--- config.mk ---
export PLATFORM = sky130hd
export DESIGN_NAME = game_sequencer_flat
export DESIGN_NICKNAME = d
export VERILOG_FILES = /design/src/rtl/tfe_pkg.sv /design/src/rtl/game_sequencer_if.sv /design/src/rtl/game_sequencer_key_decoder.sv /design/src/rtl/game_sequencer.sv /design/src/flat_wrapper.sv
export SDC_FILE = /design/constraint.sdc
export NUM_CORES = 1
export LEC_CHECK = 0
export CORE_MARGIN = 1
export CORE_UTILIZATION = 35
export CTS_CLUSTER_DIAMETER = 30
export DETAILED_ROUTE_END_ITERATION = 8
export SLEW_MARGIN = 40
export SYNTH_ARGS = -nofsm -noshare
export SYNTH_HDL_FRONTEND = slang
export SYNTH_SLANG_ARGS = --single-unit
--- constraint.sdc ---
create_clock -name clk -period 4.4 [get_ports clk]
set_clock_uncertainty 0.05 [all_clocks]
set_input_delay 0.44 -clock clk [delete_from_list [all_inputs] [get_ports clk]]
set_output_delay 0.44 -clock clk [all_outputs]
set_load 0.03 [all_outputs]
--- src/rtl/tfe_pkg.sv ---
// Shared types and constants for the 2048 game datapath: directions, key codes,
// command encoding and the sequencer state encoding.
package tfe_pkg;

    localparam int BOARD_W = 320;
    localparam int TILE_W  = 20;

    typedef enum logic [1:0] {
        DIR_UP    = 2'd0,
        DIR_DOWN  = 2'd1,
        DIR_LEFT  = 2'd2,
        DIR_RIGHT = 2'd3
    } dir_t;

    localparam logic [7:0] KEY_W_LO = 8'h77;
    localparam logic [7:0] KEY_W_UP = 8'h57;
    localparam logic [7:0] KEY_S_LO = 8'h73;
    localparam logic [7:0] KEY_S_UP = 8'h53;
    localparam logic [7:0] KEY_A_LO = 8'h61;
    localparam logic [7:0] KEY_A_UP = 8'h41;
    localparam logic [7:0] KEY_D_LO = 8'h64;
    localparam logic [7:0] KEY_D_UP = 8'h44;
    localparam logic [7:0] KEY_R_LO = 8'h72;
    localparam logic [7:0] KEY_R_UP = 8'h52;

    // Bit 2 marks a move; the low two bits then carry the direction code.
    typedef enum logic [2:0] {
        CMD_NONE  = 3'b000,
        CMD_NEW   = 3'b001,
        CMD_UP    = {1'b1, DIR_UP},
        CMD_DOWN  = {1'b1, DIR_DOWN},
        CMD_LEFT  = {1'b1, DIR_LEFT},
        CMD_RIGHT = {1'b1, DIR_RIGHT}
    } cmd_t;

    typedef enum logic [2:0] {
        ST_IDLE,
        ST_MOVE,
        ST_WAIT_MOVE,
        ST_CLEAR,
        ST_SPAWN,
        ST_WAIT_SPAWN,
        ST_PRINT,
        ST_WAIT_PRINT
    } state_t;

    function automatic logic is_move(input cmd_t cmd);
        return cmd[2];
    endfunction

endpackage

--- src/rtl/game_sequencer_if.sv ---
// Keystroke input and start/done handshakes between the sequencer and the
// move engine, tile spawner and board printer.
interface game_sequencer_if;
    logic [7:0] i_rx_data;
    logic       i_rx_valid;
    logic [1:0] o_move_dir;
    logic       o_move_start;
    logic       i_move_done;
    logic       i_board_changed;
    logic       o_clear_board;
    logic       o_spawn_start;
    logic       i_spawn_done;
    logic       o_print_start;
    logic       i_print_done;

    modport master (
        input  i_rx_data, i_rx_valid, i_move_done, i_board_changed,
               i_spawn_done, i_print_done,
        output o_move_dir, o_move_start, o_clear_board, o_spawn_start,
               o_print_start
    );

    modport slave (
        output i_rx_data, i_rx_valid, i_move_done, i_board_changed,
               i_spawn_done, i_print_done,
        input  o_move_dir, o_move_start, o_clear_board, o_spawn_start,
               o_print_start
    );
endinterface

--- src/rtl/game_sequencer_key_decoder.sv ---
// Combinational keystroke decoder: maps a received ASCII byte to a game command.
module key_decoder
    import tfe_pkg::*;
(
    input  logic [7:0] rx_data,
    output logic       valid,
    output cmd_t       cmd
);

    always_comb begin
        valid = 1'b1;
        cmd   = CMD_NONE;
        case (rx_data)
            KEY_W_LO, KEY_W_UP: cmd = CMD_UP;
            KEY_S_LO, KEY_S_UP: cmd = CMD_DOWN;
            KEY_A_LO, KEY_A_UP: cmd = CMD_LEFT;
            KEY_D_LO, KEY_D_UP: cmd = CMD_RIGHT;
            KEY_R_LO, KEY_R_UP: cmd = CMD_NEW;
            default:            valid = 1'b0;
        endcase
    end

endmodule

--- src/rtl/game_sequencer.sv ---
// Turn sequencer for the 2048 datapath: decodes keys, buffers one command and
// runs move -> spawn -> print, with a per-wait watchdog.
//
// state          | meaning
// ST_IDLE        | waiting for a command (or starting the post-reset game)
// ST_MOVE        | pulse o_move_start
// ST_WAIT_MOVE   | waiting for i_move_done
// ST_CLEAR       | pulse o_clear_board, load new-game spawn count
// ST_SPAWN       | pulse o_spawn_start
// ST_WAIT_SPAWN  | waiting for i_spawn_done
// ST_PRINT       | pulse o_print_start
// ST_WAIT_PRINT  | waiting for i_print_done
module game_sequencer
    import tfe_pkg::*;
#(
    parameter int TIMEOUT_CYCLES = 1000000,
    parameter int NEW_GAME_TILES = 2
) (
    input  logic                clk,
    input  logic                rst,
    game_sequencer_if.master    bus,
    output logic                o_busy,
    output logic [15:0]         o_moves,
    output logic [7:0]          o_dropped,
    output logic                o_fault
);

    localparam int TW = (TIMEOUT_CYCLES > 1) ? $clog2(TIMEOUT_CYCLES) : 1;
    localparam int SW = $clog2(NEW_GAME_TILES + 1);
    localparam logic [TW-1:0] TIMER_LOAD = TW'(TIMEOUT_CYCLES - 1);

    state_t         state, state_n;
    cmd_t           pending, launch, dec_cmd;
    logic           dec_valid, key_valid, pend_valid;
    logic           boot;
    logic [TW-1:0]  timer;
    logic [SW-1:0]  spawn_cnt;
    logic           take_pending, store_key, drop_key, inc_moves, timeout;
    logic           timer_load, spawn_load_new, spawn_load_one, spawn_dec;

    key_decoder u_key_decoder (
        .rx_data (bus.i_rx_data),
        .valid   (dec_valid),
        .cmd     (dec_cmd)
    );

    assign key_valid  = bus.i_rx_valid & dec_valid;
    assign pend_valid = (pending != CMD_NONE);
    assign o_busy     = (state != ST_IDLE);

    always_ff @(posedge clk) begin
        if (rst) state <= ST_IDLE;
        else     state <= state_n;
    end

    always_comb begin
        state_n           = state;
        launch            = CMD_NONE;
        take_pending      = 1'b0;
        store_key         = 1'b0;
        drop_key          = 1'b0;
        inc_moves         = 1'b0;
        timeout           = 1'b0;
        timer_load        = 1'b0;
        spawn_load_new    = 1'b0;
        spawn_load_one    = 1'b0;
        spawn_dec         = 1'b0;
        bus.o_move_start  = 1'b0;
        bus.o_clear_board = 1'b0;
        bus.o_spawn_start = 1'b0;
        bus.o_print_start = 1'b0;

        case (state)
            ST_IDLE: begin
                // The first IDLE cycle after reset always starts a new game.
                if (boot) begin
                    state_n = ST_CLEAR;
                end else if (pend_valid) begin
                    launch       = pending;
                    take_pending = 1'b1;
                end else if (key_valid) begin
                    launch = dec_cmd;
                end
                if (launch == CMD_NEW)    state_n = ST_CLEAR;
                else if (is_move(launch)) state_n = ST_MOVE;
            end
            ST_MOVE: begin
                bus.o_move_start = 1'b1;
                timer_load       = 1'b1;
                state_n          = ST_WAIT_MOVE;
            end
            ST_WAIT_MOVE: begin
                if (bus.i_move_done) begin
                    if (bus.i_board_changed) begin
                        inc_moves      = 1'b1;
                        spawn_load_one = 1'b1;
                        state_n        = ST_SPAWN;
                    end else begin
                        state_n = ST_PRINT;
                    end
                end else if (timer == '0) begin
                    timeout = 1'b1;
                    state_n = ST_IDLE;
                end
            end
            ST_CLEAR: begin
                bus.o_clear_board = 1'b1;
                spawn_load_new    = 1'b1;
                state_n           = ST_SPAWN;
            end
            ST_SPAWN: begin
                bus.o_spawn_start = 1'b1;
                timer_load        = 1'b1;
                state_n           = ST_WAIT_SPAWN;
            end
            ST_WAIT_SPAWN: begin
                if (bus.i_spawn_done) begin
                    spawn_dec = 1'b1;
                    state_n   = (spawn_cnt <= SW'(1)) ? ST_PRINT : ST_SPAWN;
                end else if (timer == '0) begin
                    timeout = 1'b1;
                    state_n = ST_IDLE;
                end
            end
            ST_PRINT: begin
                bus.o_print_start = 1'b1;
                timer_load        = 1'b1;
                state_n           = ST_WAIT_PRINT;
            end
            ST_WAIT_PRINT: begin
                if (bus.i_print_done) begin
                    state_n = ST_IDLE;
                end else if (timer == '0) begin
                    timeout = 1'b1;
                    state_n = ST_IDLE;
                end
            end
            default: state_n = ST_IDLE;
        endcase

        // A key not consumed directly goes into the slot, or is dropped if full.
        if (key_valid && !timeout) begin
            if (take_pending)             store_key = 1'b1;
            else if (launch == CMD_NONE)  begin
                if (pend_valid) drop_key  = 1'b1;
                else            store_key = 1'b1;
            end
        end
    end

    always_ff @(posedge clk) begin
        if (rst) begin
            boot           <= 1'b1;
            pending        <= CMD_NONE;
            bus.o_move_dir <= 2'd0;
            o_moves        <= 16'd0;
            o_dropped      <= 8'd0;
            o_fault        <= 1'b0;
            timer          <= '0;
            spawn_cnt      <= '0;
        end else begin
            if (state == ST_IDLE) boot <= 1'b0;

            if (timeout)           pending <= CMD_NONE;
            else if (store_key)    pending <= dec_cmd;
            else if (take_pending) pending <= CMD_NONE;

            if (is_move(launch)) bus.o_move_dir <= launch[1:0];

            if (inc_moves) o_moves <= o_moves + 16'd1;
            if (drop_key && (o_dropped != 8'hFF)) o_dropped <= o_dropped + 8'd1;

            if (timeout)                o_fault <= 1'b1;
            else if (state == ST_CLEAR) o_fault <= 1'b0;

            if (timer_load)        timer <= TIMER_LOAD;
            else if (timer != '0)  timer <= timer - TW'(1);

            if (spawn_load_new)      spawn_cnt <= SW'(NEW_GAME_TILES);
            else if (spawn_load_one) spawn_cnt <= SW'(1);
            else if (spawn_dec)      spawn_cnt <= spawn_cnt - SW'(1);
        end
    end

endmodule

--- src/flat_wrapper.sv ---
// flat-port wrapper written by rule: the top's interface ports become plain ports
module game_sequencer_flat import tfe_pkg::*;
#(
    parameter int TIMEOUT_CYCLES = 1000000,
    parameter int NEW_GAME_TILES = 2
)
  (clk, rst, o_busy, o_moves, o_dropped, o_fault, bus_i_rx_data, bus_i_rx_valid, bus_i_move_done, bus_i_board_changed, bus_i_spawn_done, bus_i_print_done, bus_o_move_dir, bus_o_move_start, bus_o_clear_board, bus_o_spawn_start, bus_o_print_start);
  game_sequencer_if bus_i ();
  input  logic clk;
  input  logic rst;
  output logic o_busy;
  output logic [15:0] o_moves;
  output logic [7:0] o_dropped;
  output logic o_fault;
  input wire logic [$bits(bus_i.i_rx_data)-1:0] bus_i_rx_data;
  input wire logic [$bits(bus_i.i_rx_valid)-1:0] bus_i_rx_valid;
  input wire logic [$bits(bus_i.i_move_done)-1:0] bus_i_move_done;
  input wire logic [$bits(bus_i.i_board_changed)-1:0] bus_i_board_changed;
  input wire logic [$bits(bus_i.i_spawn_done)-1:0] bus_i_spawn_done;
  input wire logic [$bits(bus_i.i_print_done)-1:0] bus_i_print_done;
  output wire logic [$bits(bus_i.o_move_dir)-1:0] bus_o_move_dir;
  output wire logic [$bits(bus_i.o_move_start)-1:0] bus_o_move_start;
  output wire logic [$bits(bus_i.o_clear_board)-1:0] bus_o_clear_board;
  output wire logic [$bits(bus_i.o_spawn_start)-1:0] bus_o_spawn_start;
  output wire logic [$bits(bus_i.o_print_start)-1:0] bus_o_print_start;
  assign bus_i.i_rx_data = bus_i_rx_data;
  assign bus_i.i_rx_valid = bus_i_rx_valid;
  assign bus_i.i_move_done = bus_i_move_done;
  assign bus_i.i_board_changed = bus_i_board_changed;
  assign bus_i.i_spawn_done = bus_i_spawn_done;
  assign bus_i.i_print_done = bus_i_print_done;
  assign bus_o_move_dir = bus_i.o_move_dir;
  assign bus_o_move_start = bus_i.o_move_start;
  assign bus_o_clear_board = bus_i.o_clear_board;
  assign bus_o_spawn_start = bus_i.o_spawn_start;
  assign bus_o_print_start = bus_i.o_print_start;
  game_sequencer #(.TIMEOUT_CYCLES(TIMEOUT_CYCLES), .NEW_GAME_TILES(NEW_GAME_TILES)) u_core (.clk(clk), .rst(rst), .bus(bus_i), .o_busy(o_busy), .o_moves(o_moves), .o_dropped(o_dropped), .o_fault(o_fault));
endmodule
Yosys cells after proc, flatten, opt, wreduce, memory -nomap -nowiden
Cells that the tools add are included.
{"block": "classes", "n_addsub": 4, "n_mul": 0, "div_mod_pow": 0, "order_cmp": 1, "eq_ne": 20, "shift": 0, "mux": 51, "bitwise": 1, "n_reduce_logical": 24}
{"cell": "8-bit by 7-bit == test with 1-bit output, second input constant", "count": 10}
{"cell": "3-bit two-way mux", "count": 14}
{"cell": "20-bit two-way mux", "count": 2}
{"cell": "1-bit two-way mux", "count": 27}
{"cell": "3-bit case mux with 8 select lines", "count": 1}
{"cell": "20-bit zero test", "count": 1}
{"cell": "20-bit nonzero test", "count": 1}
{"cell": "20-bit by 1-bit subtractor with 20-bit output, second input constant", "count": 1}
{"cell": "16-bit by 1-bit adder with 16-bit output, second input constant", "count": 1}
{"cell": "2-bit OR reduction", "count": 8}
{"cell": "3-bit case mux with 5 select lines", "count": 1}
{"cell": "3-bit == test, second input constant", "count": 4}
{"cell": "2-bit two-way mux", "count": 5}
{"cell": "10-bit OR reduction", "count": 1}
{"cell": "3-bit nonzero test", "count": 3}
{"cell": "8-bit by 1-bit adder with 8-bit output, second input constant", "count": 1}
{"cell": "8-bit inequality test, second input constant", "count": 1}
{"cell": "2-bit nonzero test", "count": 4}
{"cell": "3-bit by 1-bit == test with 1-bit output, second input constant", "count": 2}
{"cell": "3-bit by 2-bit == test with 1-bit output, second input constant", "count": 2}
{"cell": "3-bit zero test", "count": 2}
{"cell": "4-bit by 1-bit inequality test with 1-bit output, second input constant", "count": 1}
{"cell": "1-bit case mux with 3 select lines", "count": 1}
{"cell": "3-bit OR reduction", "count": 1}
{"cell": "other kinds (5)", "count": 6}
{"block": "totals", "regBits": 56, "latch_bits": 0, "ram_bits": 0, "romBits": 0, "in_bits": 15, "out_inout_bits": 32, "n_memories": 0}

Depth between registers and ports, before layout
Gate-level depths: netlist (run 1).
{"block": "depth", "depth_word": 14, "mapped_depth": 8}

Modules after synthesis
From an unflattened synthesis (run 1), not the netlist that was laid out.
{"block": "hier_totals", "hier_cells": 348, "area_unflattened_um2": 2904.0}
{"module": "game_sequencer", "n_inst": 1, "cells_per_inst": 336, "area_each_um2": 2826.5}
{"module": "key_decoder", "n_inst": 1, "cells_per_inst": 12, "area_each_um2": 77.6}

Worst setup path before layout (run 1)
OpenSTA, ideal clock, no wires.
{"block": "synth_timing", "kind": "register to register", "start": "register u_core.state[0]", "end": "register u_core.timer[14]", "arrival_time_ns": 2.003, "required_time_ns": 4.276, "setup_slack_ns": 2.273, "path_stages_with_launch": 7, "path_buffers": 2, "period_less_slack_ns": 2.127, "cell_sequence": "dfxtp_1 > clkbuf_1 > inv_1 > nor3_1 > a21oi_1 > clkbuf_1 > a31oi_1"}
{"block": "synth_via", "elab_chain_len": 4, "elab_cells_between_ends": 7, "classes_between": "eq/ne (3); mux (2); reduce/logical (2)"}
{"item": "from (decl)", "line": "game_sequencer.sv:32", "rtl": "state_t state, state_n;"}
{"item": "from (signal assigned)", "line": "game_sequencer.sv:53", "rtl": "else state <= state_n;"}
{"item": "3-bit by 1-bit == test with 1-bit output / 3-bit == test (equally long branches)", "line": "game_sequencer.sv:73", "rtl": "case (state)"}
{"item": "3-bit OR reduction (no source line) (*)"}
{"item": "1-bit two-way mux (*)", "line": "game_sequencer.sv:73"}
{"item": "20-bit two-way mux / 2-bit nonzero test (equally long branches)"}
{"item": "to (signal assigned)", "line": "game_sequencer.sv:177", "rtl": "else if (timer != '0) timer <= timer - TW'(1);"}
{"item": "to (decl)", "line": "game_sequencer.sv:36", "rtl": "logic [TW-1:0] timer;"}
Every way passes the cells marked *; elsewhere a longest branch is shown, timed or not.
A chain may end at the register's enable or synchronous reset.

Final worst setup path (run 1)
{"block": "layout_timing", "start": "register u_core.state[0]", "end": "output port bus_o_clear_board"}
{"block": "layout_via", "elab_chain_len": 2}
{"item": "3-bit by 2-bit == test with 1-bit output", "line": "game_sequencer.sv:73"}
{"item": "1-bit two-way mux", "line": "game_sequencer.sv:73"}
{"item": "to (decl)", "line": "flat_wrapper.sv:23", "rtl": "output wire logic [$bits(bus_i.o_clear_board)-1:0] bus_o_clear_board;"}
Every way passes these cells.

==> results by group, run 1 <==
Outcome
  – Outcome: completed

STA
  – Post-layout min period: 2731 ps
  – Period Utilization, post-route: 62.08%
  – Final hold viol count: 0
  – Fin. max-slew vios: 0
  – Final setup violation count: 0
  – WHS: around 430 ps
  – Unrepaired setup endpoints after global routing: false
  – Worst slew pin tran: 751.9 ps
  – Slew headroom: 49.60%
  – Max frequency: 366.1 MHz
  – Setup TNS: 0 ps

Floorplanning
  – Top-Level Pins: 47
  – Die Ht: 93.60 um
  – Chip width: 93.60 um
  – Core area: between 8000 and 9000 sq um
  – Initial core utilization: 35.92%
  – Core Rows: 33
  – Die area: 8760 sq um

Pwr
  – Leakage: 0.001202 uW
  – Maximum vdd drop: 0.1679 mV
  – Pwr Density: 485.3 nW/um^2

Worst setup path
  – Critical path class: register to output pin
  – CP max stage delay: ~670 ps
  – Worst endpoint data arrival time: 2240 ps
  – CP Launch Point: u_core.state[0]
  – Slowest CP cell: clkdlybuf4s50_1
  – Buf/Inv on CP: 3
  – Setup crit start kind: register
  – CP required: 3910 ps
  – CP top delay family: buffers and inverters
  – CP Cell Sequence: inv_1 -> or3_1 -> inv_1 -> clkdlybuf4s50_1
  – Worst r2r src: u_core.state[2]
  – Crit end category: output pin
  – Crit path max fanout: 13
  – CP dominant cell by count: inv_1

Routing
  – Routed length on met1: a little over 3000 um
  – Final WL: 6448 um
  – Initial DRC count: slightly below 100
  – Via count: 2,632
  – Detailed Routing Iterations Pass 1: 4
  – Routed wl met2: 3043 um
  – Max Used Layer: met4
  – Residual antenna-violating net count after detailed routing: 0
  – DR DRC count: 0
  – DR WL/cell: 13.21 um
  – Met3 wire len: 257 um
  – Vias per Instance: 5.393

Yosys
  – Commonest cells in the netlist: dfxtp_1 (56), nor2_1 (43), nand2_1 (24)
  – Post-Syn Area: 2937 sq um
  – Syn_nets: 362
  – Top FF cell, synth: dfxtp_1
  – Most numerous cell in the Yosys netlist: dfxtp_1
  – Synth area leader: dfxtp_1
  – Register bit count reported by yosys: 56
  – Async set or reset register ratio after synthesis: 0%
  – Top-area cell type share of the netlist area: 38.18%
  – Yosys warns: 0
  – Syn_area_per_cell: around 8.6 sq um
  – Seq/Total Area, Yosys: 38.18%
  – Post-synth EDFFs: 0
  – Synth cell types: 61
  – Top cells by area, synth: dfxtp_1 (38%), nor2_1 (5.5%), xor2_1 (5.1%)
  – Mapped Cells: 343

Min path
  – Hold Path Origin: u_core.boot
  – Hold Crit Class: register to register

GRT
  – First-pass GRT wire length: 10,630 um
  – Vias in the first global route: 2,410
  – Largest net degree at the start of global routing: 29
  – Global Route Usage Sum: between 10% and 20%
  – Gr ovfl total: 0
  – Initial antenna violation count: 0

Clocking
  – Skew-Pair Late Insertion Delay: 320 ps
  – CTS tree: built
  – TritonCTS buffer count: 5
  – CTS Buffer Depth: 2
  – Clock sink total: 56
  – Setup Fix Bufs, Post-CTS: 0
  – Gates resized, CTS repair: 0
  – CTS Hold Bufs: 0
  – Root Driver: clkbuf_8
  – H-Tree Depth: 2
  – Clock-pin slew on the worst setup and hold paths: about 100 ps

Finish
  – Layout cells sized above 1: 6.266%
  – Fillers: ~850
  – Final Cell Area: 3553 sq um
  – Post-layout net count: about 400
  – Area Growth Syn to Fin: 21.01%
  – ANT cells: 0
  – Final Util: 43.46%

Placement
  – Post-DP Area: 3461 sq um
  – I/O Buffers: between 40 and 50
  – Detail Placement HPWL: around 4600 um
  – Gp weighted congestion: 0.8482

Job
  – Max_cap viols: 0
## state kept, by name, summed over array words and instances, names as in the netlist
register and flops:
u_core.state 3, u_core.boot 1, u_core.pending 3, u_core.bus.o_move_dir 2, u_core.o_moves 16, u_core.spawn_cnt 2
u_core.o_dropped 8, u_core.o_fault 1, u_core.timer 20
## final cells by class
type                    count  area [sq um]  area share (%)
flip-flops and latches     56          1121           31.55
multi-input cells         261          1705           47.99
clock inverters             3         23.77          0.6690
repair buffers             46         457.9           12.89
clock buffers               5         68.82           1.937
well taps                 105         131.4           3.697
inverters                  12         45.04           1.268
## layer usage
metal | vias up | track usage [%]
met5 | - | 0
met3 | 8 | 3.496
met4 | 0 | 5.641
met1 | 1255 | 18.37
met2 | 41 | 26.29
li1 | 1328 | -
## power by group
part	internal, uW	total, uW	switching (uW)
clock	113	294	181
sequential	601	725	125
combinational	281	705	423
total	995	1720	729
## per-stage QoR
step                      total power (uW)  worst slack (ps)  instances
after global routing                  1853              1546        488
after CTS                             1734              1679        488
after floorplan                       1278              2273        343
final                                 1724              1669        488
after global placement                1424              1657        480
after detailed placement              1439              1626        480
## logic make-up after synthesis
kind of cell,count (synthesis),synth area share (%)
AO/OA/AOI/OAI,69,15.98
multiplexers,3,1.065
flip-flops,56,38.18
AND/OR/NAND/NOR,154,29.95
XOR/XNOR,31,9.246
adder cells (fa/ha/maj),4,1.704
buffers and inverters,26,3.877
## worst min-delay path: cells and delay by family, from the launching register on
family	cells	cell delay [ps]
flip-flops	1	340
AND/OR/NAND/NOR	2	110
## layout by cell type, fill, tap and decap left out, types with 4 or more instances in the layout
cell / instances
a31oi_1: 5
nand4_1: 10
nor4_1: 6
inv_1: 12
nand2_1: 24
o21ai_0: 8
xnor2_1: 14
and3_1: 4
o31ai_1: 7
or4_1: 9
a21oi_1: 22
nor2_1: 43
ha_1: 4
xor2_1: 17
nor3_1: 10
nand3_1: 11
clkdlybuf4s50_1: 45
or3_1: 8
dfxtp_1: 56
clkbuf_8: 5
## path summary, 6_finish.rpt
path	end	slack (ps)	cells after the start
worst max-delay path	bus_o_clear_board	1670	4
worst min-delay path	u_core.boot	430	2
worst max register to register	u_core.o_dropped[6]	1850	5
worst min register to register	u_core.boot	430	2
(Power assumes the default switching activity.)
==> run 2: changes to the inputs <==
- clock period: 4.4 -> 2.3 ns (I/O delays scaled with it)
==> results by group, run 2 (same netlist as run 1, synthesis figures left out) <==
Min path
  – WHS Endpoint: u_core.boot
  – Hold Crit Class: register to register
  – WHS Path Cells: 2 (unchanged)
  – Hold Path Origin: u_core.boot

Clocking
  – Setup Fix Bufs, Post-CTS: 0 (unchanged)
  – Clock sink total: 56 (unchanged)
  – Skew-Pair Late Insertion Delay: 320 ps (about the same)
  – Clock-pin slew on the worst setup and hold paths: 110 ps (about the same)
  – H-Tree Depth: 2 (unchanged)
  – Root Driver: clkbuf_8
  – CTS Hold Bufs: 0 (unchanged)
  – TritonCTS buffer count: 5 (unchanged)
  – CTS tree: built
  – CTS Buffer Depth: 2 (unchanged)

Worst setup path
  – Slowest CP cell: or3b_2
  – CP Cell Sequence: inv_1 -> ha_1 -> or3b_2 -> nor3_2 -> nand2_1 -> or3_1 -> a31oi_1
  – Reg-to-reg slack, setup: 150 ps (-1700 ps)
  – CP top delay family: simple AND/OR/NAND/NOR gates
  – RR Endpoint: u_core.timer[14]
  – Worst endpoint data arrival time: 2340 ps (+100 ps)
  – Worst r2r src: u_core.timer[0]
  – Buf/Inv on CP: 1 (-2)
  – Crit path max fanout: 5 (-8)
  – CP required: 2490 ps (-1420 ps)
  – CP max stage delay: 540 ps (-130 ps)
  – CP Launch Point: u_core.timer[0]
  – R2R cell count: 7 (+2)
  – Setup crit start kind: register
  – Critical path class: register to register
  – Crit end category: register

Routing
  – Routed wl met2: 3054 um (+0.36%)
  – Via count: 2,764 (+5.0%)
  – Max Used Layer: met4
  – Vias per Instance: 5.377 (-0.30%)
  – DR DRC count: 0 (unchanged)
  – Initial DRC count: 154 (+56%)
  – Detailed Routing Iterations Pass 1: 4 (unchanged)
  – Residual antenna-violating net count after detailed routing: 0 (unchanged)
  – Final WL: 6447 um (about the same)
  – Routed length on met1: 3042 um (-1.1%)
  – DR WL/cell: 12.54 um (-5.1%)
  – Met3 wire len: 278 um (+8.2%)

STA
  – Final setup violation count: 0 (unchanged)
  – Slew headroom: 58.77% (+9.2 points)
  – Fin. max-slew vios: 0 (unchanged)
  – Period Utilization, post-route: 93.54%
  – Worst slew pin tran: 618.5 ps (-133.5 ps)
  – Max frequency: 464.8 MHz
  – WHS: 426.2 ps (-7.722 ps)
  – Unrepaired setup endpoints after global routing: false
  – Final hold viol count: 0 (unchanged)
  – Post-layout min period: 2151 ps

GRT
  – Global Route Usage Sum: 15.54% (+0.30 points)
  – Largest net degree at the start of global routing: 29 (unchanged)
  – First-pass GRT wire length: 11,050 um (+4.0%)
  – Vias in the first global route: 2,448 (+1.6%)
  – Initial antenna violation count: 0 (unchanged)
  – Gr ovfl total: 0 (unchanged)

Placement
  – Post-DP Area: 3669 sq um (+6.0%)
  – Gp weighted congestion: 0.8408 (-0.87%)
  – Placed insts: 506 (+5.4%)
  – I/O Buffers: 45 (unchanged)
  – Detail Placement HPWL: 4806 um (+4.9%)

Finish
  – Commonest non-fill, non-tap cell in the layout: dfxtp_1
  – Post-layout net count: 427 (+6.5%)
  – ANT cells: 0 (unchanged)
  – Top Registers: u_core.timer: 20 flops, u_core.o_moves: 16 flops, u_core.o_dropped: 8 flops
  – Final Util: 46.02% (+2.6 points)
  – Biggest register: u_core.timer
  – Most frequent cells in the layout: dfxtp_1 (56), nor2_1 (43), clkdlybuf4s50_1 (43)
  – Layout cells sized above 1: 12.47% (+6.2 points)
  – Final cell count without fillers: 514 (+5.3%)
  – Max FFs per register: 20 (unchanged)
  – Area Growth Syn to Fin: 28.12%
  – Final Cell Area: 3762 sq um (+5.9%)

Pwr
  – Leakage: 0.001348 uW (+12%)
  – Pwr Density: 915.1 nW/um^2 (+89%)
  – Maximum vdd drop: 0.3145 mV (+87%)

Floorplanning
  – Core area: 8175 sq um (unchanged)
  – Die area: 8760 sq um (unchanged)
  – Core Rows: 33 (unchanged)
  – Top-Level Pins: 47 (unchanged)
  – Die Ht: 93.60 um (unchanged)
  – Initial core utilization: 35.92% (unchanged)
  – Chip width: 93.60 um (unchanged)

Outcome
  – Outcome: completed

Job
  – Max_cap viols: 0 (unchanged)
run 2: what timing repair did:
action                                  CTS  global route
gates resized for setup                   2             2
pin swaps                                 0             0
endpoints found under the setup margin    2             2
run 2: how the worst max path moves through the flow:
stage | slack (ps) | end | cells past startpoint
after floorplan | 170 | u_core.timer[14] | 6
after global placement | -60 | u_core.bus.o_move_dir[0] | 6
after detailed placement | -110 | u_core.bus.o_move_dir[0] | 6
after CTS | 50 | u_core.timer[14] | 7
after global routing | 30 | u_core.timer[14] | 7
final | 150 | u_core.timer[14] | 7
run 2: worst min-delay path, stage by stage, from the launching register on:
cell and delay, ps:
dfxtp_1 340, nand2_1 60, nand2_1 40
run 2: layout make-up:
class / count / area [sq um]
Fill cell: 841 / 4413
Multi-Input combinational cell: 261 / 1712
Sequential cell: 56 / 1121
Timing Repair Buffer: 72 / 663.1
Tap cell: 105 / 131.4
Clock buffer: 5 / 68.82
Inverter: 12 / 45.04
Clock inverter: 3 / 21.27
run 2: through the flow:
| step | power [uW] | setup slack [ps] | TNS [ps] |
|---|---|---|---|
| 3_3_place_gp | 2882 | -59.65 | -77.96 |
| 4_1_cts | 3458 | 53.08 | 0 |
| 6_report | 3443 | 148.5 | 0 |
| 2_1_floorplan | 2446 | 172.9 | 0 |
| 5_1_grt | 3716 | 30.56 | 0 |
| 3_5_place_dp | 2899 | -108.2 | -293.5 |
run 2: routing by layer:
layer	global-route usage, %	vias up
met5	0	-
met4	4.231	0
met3	3.171	8
met2	25.98	66
met1	20.23	1311
li1	-	1379
run 2: report_power, final:
group	internal (uW)	total, uW	switching [uW]
combinational	663	1530	868
clock	217	557	339
sequential	1150	1360	206
total	2030	3440	1410
